==> src/rtl/flp32_addsub_arbiter_pkg.sv <==
// flp32_addsub_arbiter_pkg: shared FP32 types, op encodings and the add/sub core
package flp32_addsub_arbiter_pkg;
    typedef logic [31:0] flp32_t;
    localparam logic FLP_OP_ADD = 1'b0;
    localparam logic FLP_OP_SUB = 1'b1;
    // Round-to-nearest-even IEEE-754 single add; subtraction is done by the caller flipping b's sign.
    function automatic flp32_t flp32_add(input flp32_t a, input flp32_t b);
        flp32_t l, s;
        logic [7:0] el, es, d;
        logic [26:0] ml, ms0, ms, n;
        logic [27:0] sum;
        logic [8:0] e, lz, sh;
        logic [24:0] r;
        logic up;
        if (a[30:23] == 8'hff || b[30:23] == 8'hff) begin
            if ((a[30:23] == 8'hff && a[22:0] != '0) || (b[30:23] == 8'hff && b[22:0] != '0) ||
                (a[30:23] == 8'hff && b[30:23] == 8'hff && a[31] != b[31]))
                return 32'h7fc00000;
            return a[30:23] == 8'hff ? a : b;
        end
        l = (b[30:0] > a[30:0]) ? b : a;
        s = (b[30:0] > a[30:0]) ? a : b;
        el = (l[30:23] == '0) ? 8'd1 : l[30:23];
        es = (s[30:23] == '0) ? 8'd1 : s[30:23];
        d = el - es;
        ml = {|l[30:23], l[22:0], 3'b0};
        ms0 = {|s[30:23], s[22:0], 3'b0};
        // Bits shifted out of the guard window collapse into a sticky LSB.
        ms = (d >= 8'd27) ? {26'b0, |ms0} : ((ms0 >> d) | {26'b0, |(ms0 & ~(27'h7ffffff << d))});
        sum = (l[31] ^ s[31]) ? {1'b0, ml} - {1'b0, ms} : {1'b0, ml} + {1'b0, ms};
        if (sum == '0)
            return {l[31] & s[31], 31'b0};
        e = {1'b0, el};
        if (sum[27]) begin
            n = {sum[27:2], sum[1] | sum[0]};
            e = e + 9'd1;
        end else begin
            lz = 9'd27;
            for (int i = 0; i < 27; i++)
                if (sum[i]) lz = 9'(26 - i);
            // Never normalise below the minimum exponent; the remainder becomes a denormal.
            sh = (lz > e - 9'd1) ? e - 9'd1 : lz;
            n = sum[26:0] << sh;
            e = e - sh;
        end
        up = n[2] & (n[1] | n[0] | n[3]);
        r = {1'b0, n[26:3]} + 25'(up);
        if (r[24])
            e = e + 9'd1;
        if (e >= 9'd255)
            return {l[31], 8'hff, 23'b0};
        return {l[31], (r[24] | r[23]) ? e[7:0] : 8'd0, r[24] ? r[23:1] : r[22:0]};
    endfunction
endpackage

==> src/rtl/flp32_add_sub.sv <==
// flp32_add_sub: combinational IEEE-754 single-precision X+Y and X-Y
//   X, Y        operands
//   Result_Add  X+Y
//   Result_Sub  X-Y
module flp32_add_sub
    import flp32_addsub_arbiter_pkg::*;
(
    input  logic [31:0] X,
    input  logic [31:0] Y,
    output logic [31:0] Result_Add,
    output logic [31:0] Result_Sub
);
    assign Result_Add = flp32_add(X, Y);
    assign Result_Sub = flp32_add(X, {~Y[31], Y[30:0]});
endmodule

==> src/rtl/flp32_addsub_arbiter.sv <==
// flp32_addsub_arbiter: round-robin sharing of one flp32_add_sub among N_REQ requesters
//   clk, rst             clock, async active-high reset
//   req_valid/req_ready  per-requester handshake; req_ready is one-hot or zero
//   req_op, req_x, req_y per-requester op (1 = X-Y) and packed 32-bit operands
//   res_valid/res_ready  single-entry output buffer handshake
//   res_data, res_id     buffered result and the index of its requester
module flp32_addsub_arbiter
    import flp32_addsub_arbiter_pkg::*;
#(
    parameter int N_REQ = 4,
    parameter int ID_W  = 2
) (
    input  logic                 clk,
    input  logic                 rst,
    input  logic [N_REQ-1:0]     req_valid,
    input  logic [N_REQ-1:0]     req_op,
    input  logic [N_REQ*32-1:0]  req_x,
    input  logic [N_REQ*32-1:0]  req_y,
    output logic [N_REQ-1:0]     req_ready,
    output logic                 res_valid,
    output logic [31:0]          res_data,
    output logic [ID_W-1:0]      res_id,
    input  logic                 res_ready
);
    logic            res_valid_q, res_valid_d;
    logic [31:0]     res_data_q, res_data_d;
    logic [ID_W-1:0] res_id_q, res_id_d, rr_ptr_q, rr_ptr_d, win;
    logic            found, grant;
    flp32_t          x, y, sum_add, sum_sub;
    // Scan from rr_ptr upward, wrapping; the first valid requester wins.
    always_comb begin
        found = 1'b0;
        win = '0;
        for (int k = 0; k < N_REQ; k++) begin
            if (!found && req_valid[(int'(rr_ptr_q) + k) % N_REQ]) begin
                found = 1'b1;
                win = ID_W'((int'(rr_ptr_q) + k) % N_REQ);
            end
        end
    end
    // The buffer is bypassed: a draining result frees the slot in the same cycle.
    assign grant = !rst && found && (!res_valid_q || res_ready);
    assign req_ready = grant ? ({{(N_REQ-1){1'b0}}, 1'b1} << win) : '0;
    assign x = req_x[int'(win)*32 +: 32];
    assign y = req_y[int'(win)*32 +: 32];
    flp32_add_sub u_add_sub (
        .X          (x),
        .Y          (y),
        .Result_Add (sum_add),
        .Result_Sub (sum_sub)
    );
    always_comb begin
        res_valid_d = grant | (res_valid_q & ~res_ready);
        res_data_d = grant ? ((req_op[win] == FLP_OP_SUB) ? sum_sub : sum_add) : res_data_q;
        res_id_d = grant ? win : res_id_q;
        rr_ptr_d = !grant ? rr_ptr_q : (win == ID_W'(N_REQ - 1)) ? '0 : win + 1'b1;
    end
    always_ff @(posedge clk or posedge rst) begin
        if (rst) begin
            res_valid_q <= 1'b0;
            res_data_q <= '0;
            res_id_q <= '0;
            rr_ptr_q <= '0;
        end else begin
            res_valid_q <= res_valid_d;
            res_data_q <= res_data_d;
            res_id_q <= res_id_d;
            rr_ptr_q <= rr_ptr_d;
        end
    end
    assign res_valid = res_valid_q;
    assign res_data = res_data_q;
    assign res_id = res_id_q;
endmodule

==> config.mk <==
export PLATFORM = sky130hd
export DESIGN_NAME = flp32_addsub_arbiter
export DESIGN_NICKNAME = d
export VERILOG_FILES = /design/src/rtl/flp32_addsub_arbiter_pkg.sv /design/src/rtl/flp32_add_sub.sv /design/src/rtl/flp32_addsub_arbiter.sv
export SDC_FILE = /design/constraint.sdc
export NUM_CORES = 1
export LEC_CHECK = 0
export ABC_AREA = 1
export CORE_MARGIN = 2
export CORE_UTILIZATION = 35
export DETAILED_ROUTE_END_ITERATION = 10
export GPL_TIMING_DRIVEN = 0
export PLACE_DENSITY = 0.58
export SETUP_SLACK_MARGIN = 0.5
export SLEW_MARGIN = 20
export SYNTH_ARGS = -nofsm -noshare
export SYNTH_HDL_FRONTEND = slang
export SYNTH_HIERARCHICAL = 1
export SYNTH_SLANG_ARGS = --single-unit
==> constraint.sdc <==
create_clock -name clk -period 43 [get_ports clk]
set_input_delay 8.6 -clock clk [delete_from_list [all_inputs] [get_ports clk]]
set_output_delay 8.6 -clock clk [all_outputs]
set_load 0.02 [all_outputs]
==> results.md <==
* Die ar. at 58700 sq um
* Commonest non-fill, non-tap cells in the layout: nand2_1 (1229), nand3_1 (628), inv_1 (446)
* CTS root buffer: clkbuf_16
* CP max FO at 10
* Post-synth EDFFs at 0
* Critical path capture point: res_data[16]$_DFFE_PP0P_
* Reg2reg end: res_data[16]$_DFFE_PP0P_
* WP data required at 43.23 ns
* Outcome: completed
* Post-DP HPWL at 84900 um
* Clk Latency, worst-skew pair at 0.29 ns
* Worst Tran Pin Value at 1.10 ns
* Crit end category: register
* CTS tree: done
* Clock-pin slew on the worst setup and hold paths at 0.06 ns
* Syn Inst Count at 3729
* Worst r2r src: rr_ptr_q[0]$_DFFE_PP0P_
* Area grow syn2layout at 21.1%
* Syn. warnings at 6
* Post-cts sizing count at 0
* Fill cell count at 6526
* Die Width at 242 um
* Commonest non-fill, non-tap cell in the layout: nand2_1
* Max cap viols at 0
* Startpoint types: primary input
* Reg-to-reg slack, setup at 22.74 ns
* #FFs+latches synth at 37
* Final hold vios at 0
* CP arrival at 28.69 ns
* Sequential share of the synthesized area at 4.66%
* CP dominant cell by count: nand2_1
* Gr usage total at 32.4%
* Max Clock Skew at 0.00301 ns
* Clock buffer depth at 2
* Yosys cell types at 71
* Worst path top cell family by delay: compound AO/OA/AOI/OAI gates
* Die height at 242 um
* Area of the core at 56300 sq um
* Ys flop type: dfrtp_1
* Min Tclk post-route at 28.47 ns
* Starting Density at 35.3%
* Slew margin rel. at 25.6%
* Syn nets at 4121
* Final Wtd Congestion at 1.02
* Worst r2r path cells at 108
* Syn_area_per_cell at 5.33 sq um
* Pin count of the biggest net entering global routing at 31
* Crit-path max cell delay at 0.82 ns
* Layout cells sized above 1 at 8.68%
* Starting DRT DRC Count at 2862
* Initial antenna violation count at 3
* Share of synthesized flip-flops with an asynchronous set or reset at 100%
* DR pass1 iterations at 6
* Final Cycle Share at 66.2%
* Slowest-stage cell, CP: a21oi_1
* Setup violators final at 0
* H-tree Lvls at 2
* DR DRC count at 0
* Synth area leader: nand2_1
* Max-slew violations at 0
* Synthesized area at 19900 sq um
* RSZ-0062 raised after global routing: false
* WL/cell at 20.5 um
* Hold Path Class: reg -> reg
* CTS buffer count at 5
* First-pass GRT wire length at 148000 um
* CP Buf/Inv Count at 24
* Num rows at 87
* Fmax at 35.1 MHz
* Critical path depth at 107
* Routed WL at 98500 um
* Total gr overflow at 0
* IO buf count at 305
* ANT nets after route at 0
* CTS sink count at 37
* Largest cells by area after synthesis: nand2_1 (23%), nand3_1 (16%), inv_1 (8.4%)
* Top cell type's share of synthesized area at 23.2%
* Vias at 26500
* Hold_buf cts at 0
* Nets@finish at 4434
* Vias in the first global route at 24800
* Postcts setup bufs at 0
* Via-per-instance ratio at 5.51
* Setup_tns at 0 ns
* Setup CP Type: in -> reg
* I/O pin cnt at 306
* Worst setup path start: req_valid[2]
## metal layers
| metal | part of all wire [%] | track usage (%) | up-vias | wire length [um] |
|---|---|---|---|---|
| met5 | 0 | 0 | - | 0 |
| met2 | 46 | 54.2 | 1197 | 45100 |
| met1 | 41 | 40.1 | 12100 | 40100 |
| met3 | 7.0 | 4.39 | 237 | 6930 |
| li1 | - | - | 12900 | - |
| met4 | 6.5 | 17.9 | 0 | 6430 |
## logic make-up (layout without fill, tap and decap cells)
group | Yosys count | count (layout) | share of synthesized area, %
other | 0 | 2 | 0
buffers and inverters | 656 | 970 | 14.5
adders and majority gates | 125 | 125 | 8.02
DFF | 37 | 37 | 4.66
AOI/OAI and AO/OA | 437 | 437 | 14.2
xor gates and xnor gates | 86 | 86 | 3.83
and+or+nand+nor | 2388 | 2388 | 54.8
## state kept, by name, summed over array words and instances, names as in the netlist
| signal | cells |
|---|---|
| res_data | 32 |
| res_id | 2 |
| res_valid | 1 |
| rr_ptr_q | 2 |
## through the flow
stage | hold slack, ns | setup slack, ns | utilization [%] | cells | area [sq um]
floorplan | 0.585 | 20.05 | - | 3729 | 19900
global placement | 0.464 | 14.52 | 42.4 | 4790 | 23900
detailed placement | 0.467 | 14.55 | 42.5 | 4791 | 23900
CTS | 0.483 | 14.81 | 42.8 | 4799 | 24100
global route | 0.497 | 12.91 | 42.8 | 4801 | 24100
finish | 0.477 | 14.53 | 42.8 | 4801 | 24100
## area by class of cell
type                    count  area, sq um  share of cell area (%)
multi-input cells        3036        16100                    66.7
repair buffers            306         3070                    12.8
inverters                 485         1820                    7.57
plain buffers             171         1060                    4.41
well taps                 756          946                    3.93
flip-flops and latches     37          926                    3.84
clock buffers               6          139                   0.577
clock inverters             2         37.5                   0.156
diodes                      2         5.00                  0.0208
## tightest hold or removal path, cell delays in order, from the launching register on
cell     delay, ns
dfrtp_1       0.34
nand2_1       0.05
nand2_1       0.05
## synthesized netlist by cell type (25+ instances only)
cell / instances
buf_2: 52
nor2_1: 209
buf_6: 26
xor2_1: 68
inv_1: 447
buf_4: 35
nand2_2: 35
a21oi_1: 112
nor3_1: 32
a22oi_1: 59
nand2_1: 1229
inv_2: 28
nand3_1: 628
o21ai_0: 119
ha_1: 121
nand4_1: 114
nor3_2: 26
nor2_2: 25
clkbuf_1: 42
dfrtp_1: 37
## worst min path at each step
stage                                  start  slack, ns  depth (start not counted)                        to
finish               res_data[0]$_DFFE_PP0P_       0.48                          2   res_data[0]$_DFFE_PP0P_
global route        res_data[14]$_DFFE_PP0P_       0.50                          2  res_data[14]$_DFFE_PP0P_
CTS                 res_data[28]$_DFFE_PP0P_       0.48                          2  res_data[28]$_DFFE_PP0P_
detailed placement  res_data[28]$_DFFE_PP0P_       0.47                          2  res_data[28]$_DFFE_PP0P_
global placement     res_data[0]$_DFFE_PP0P_       0.46                          2   res_data[0]$_DFFE_PP0P_
floorplan           res_data[13]$_DFFE_PP0P_       0.59                          2  res_data[13]$_DFFE_PP0P_
Power is left out: the tool's default activity adds up to more than one toggle a clock period on the data nets, which glitch-free logic cannot reach.
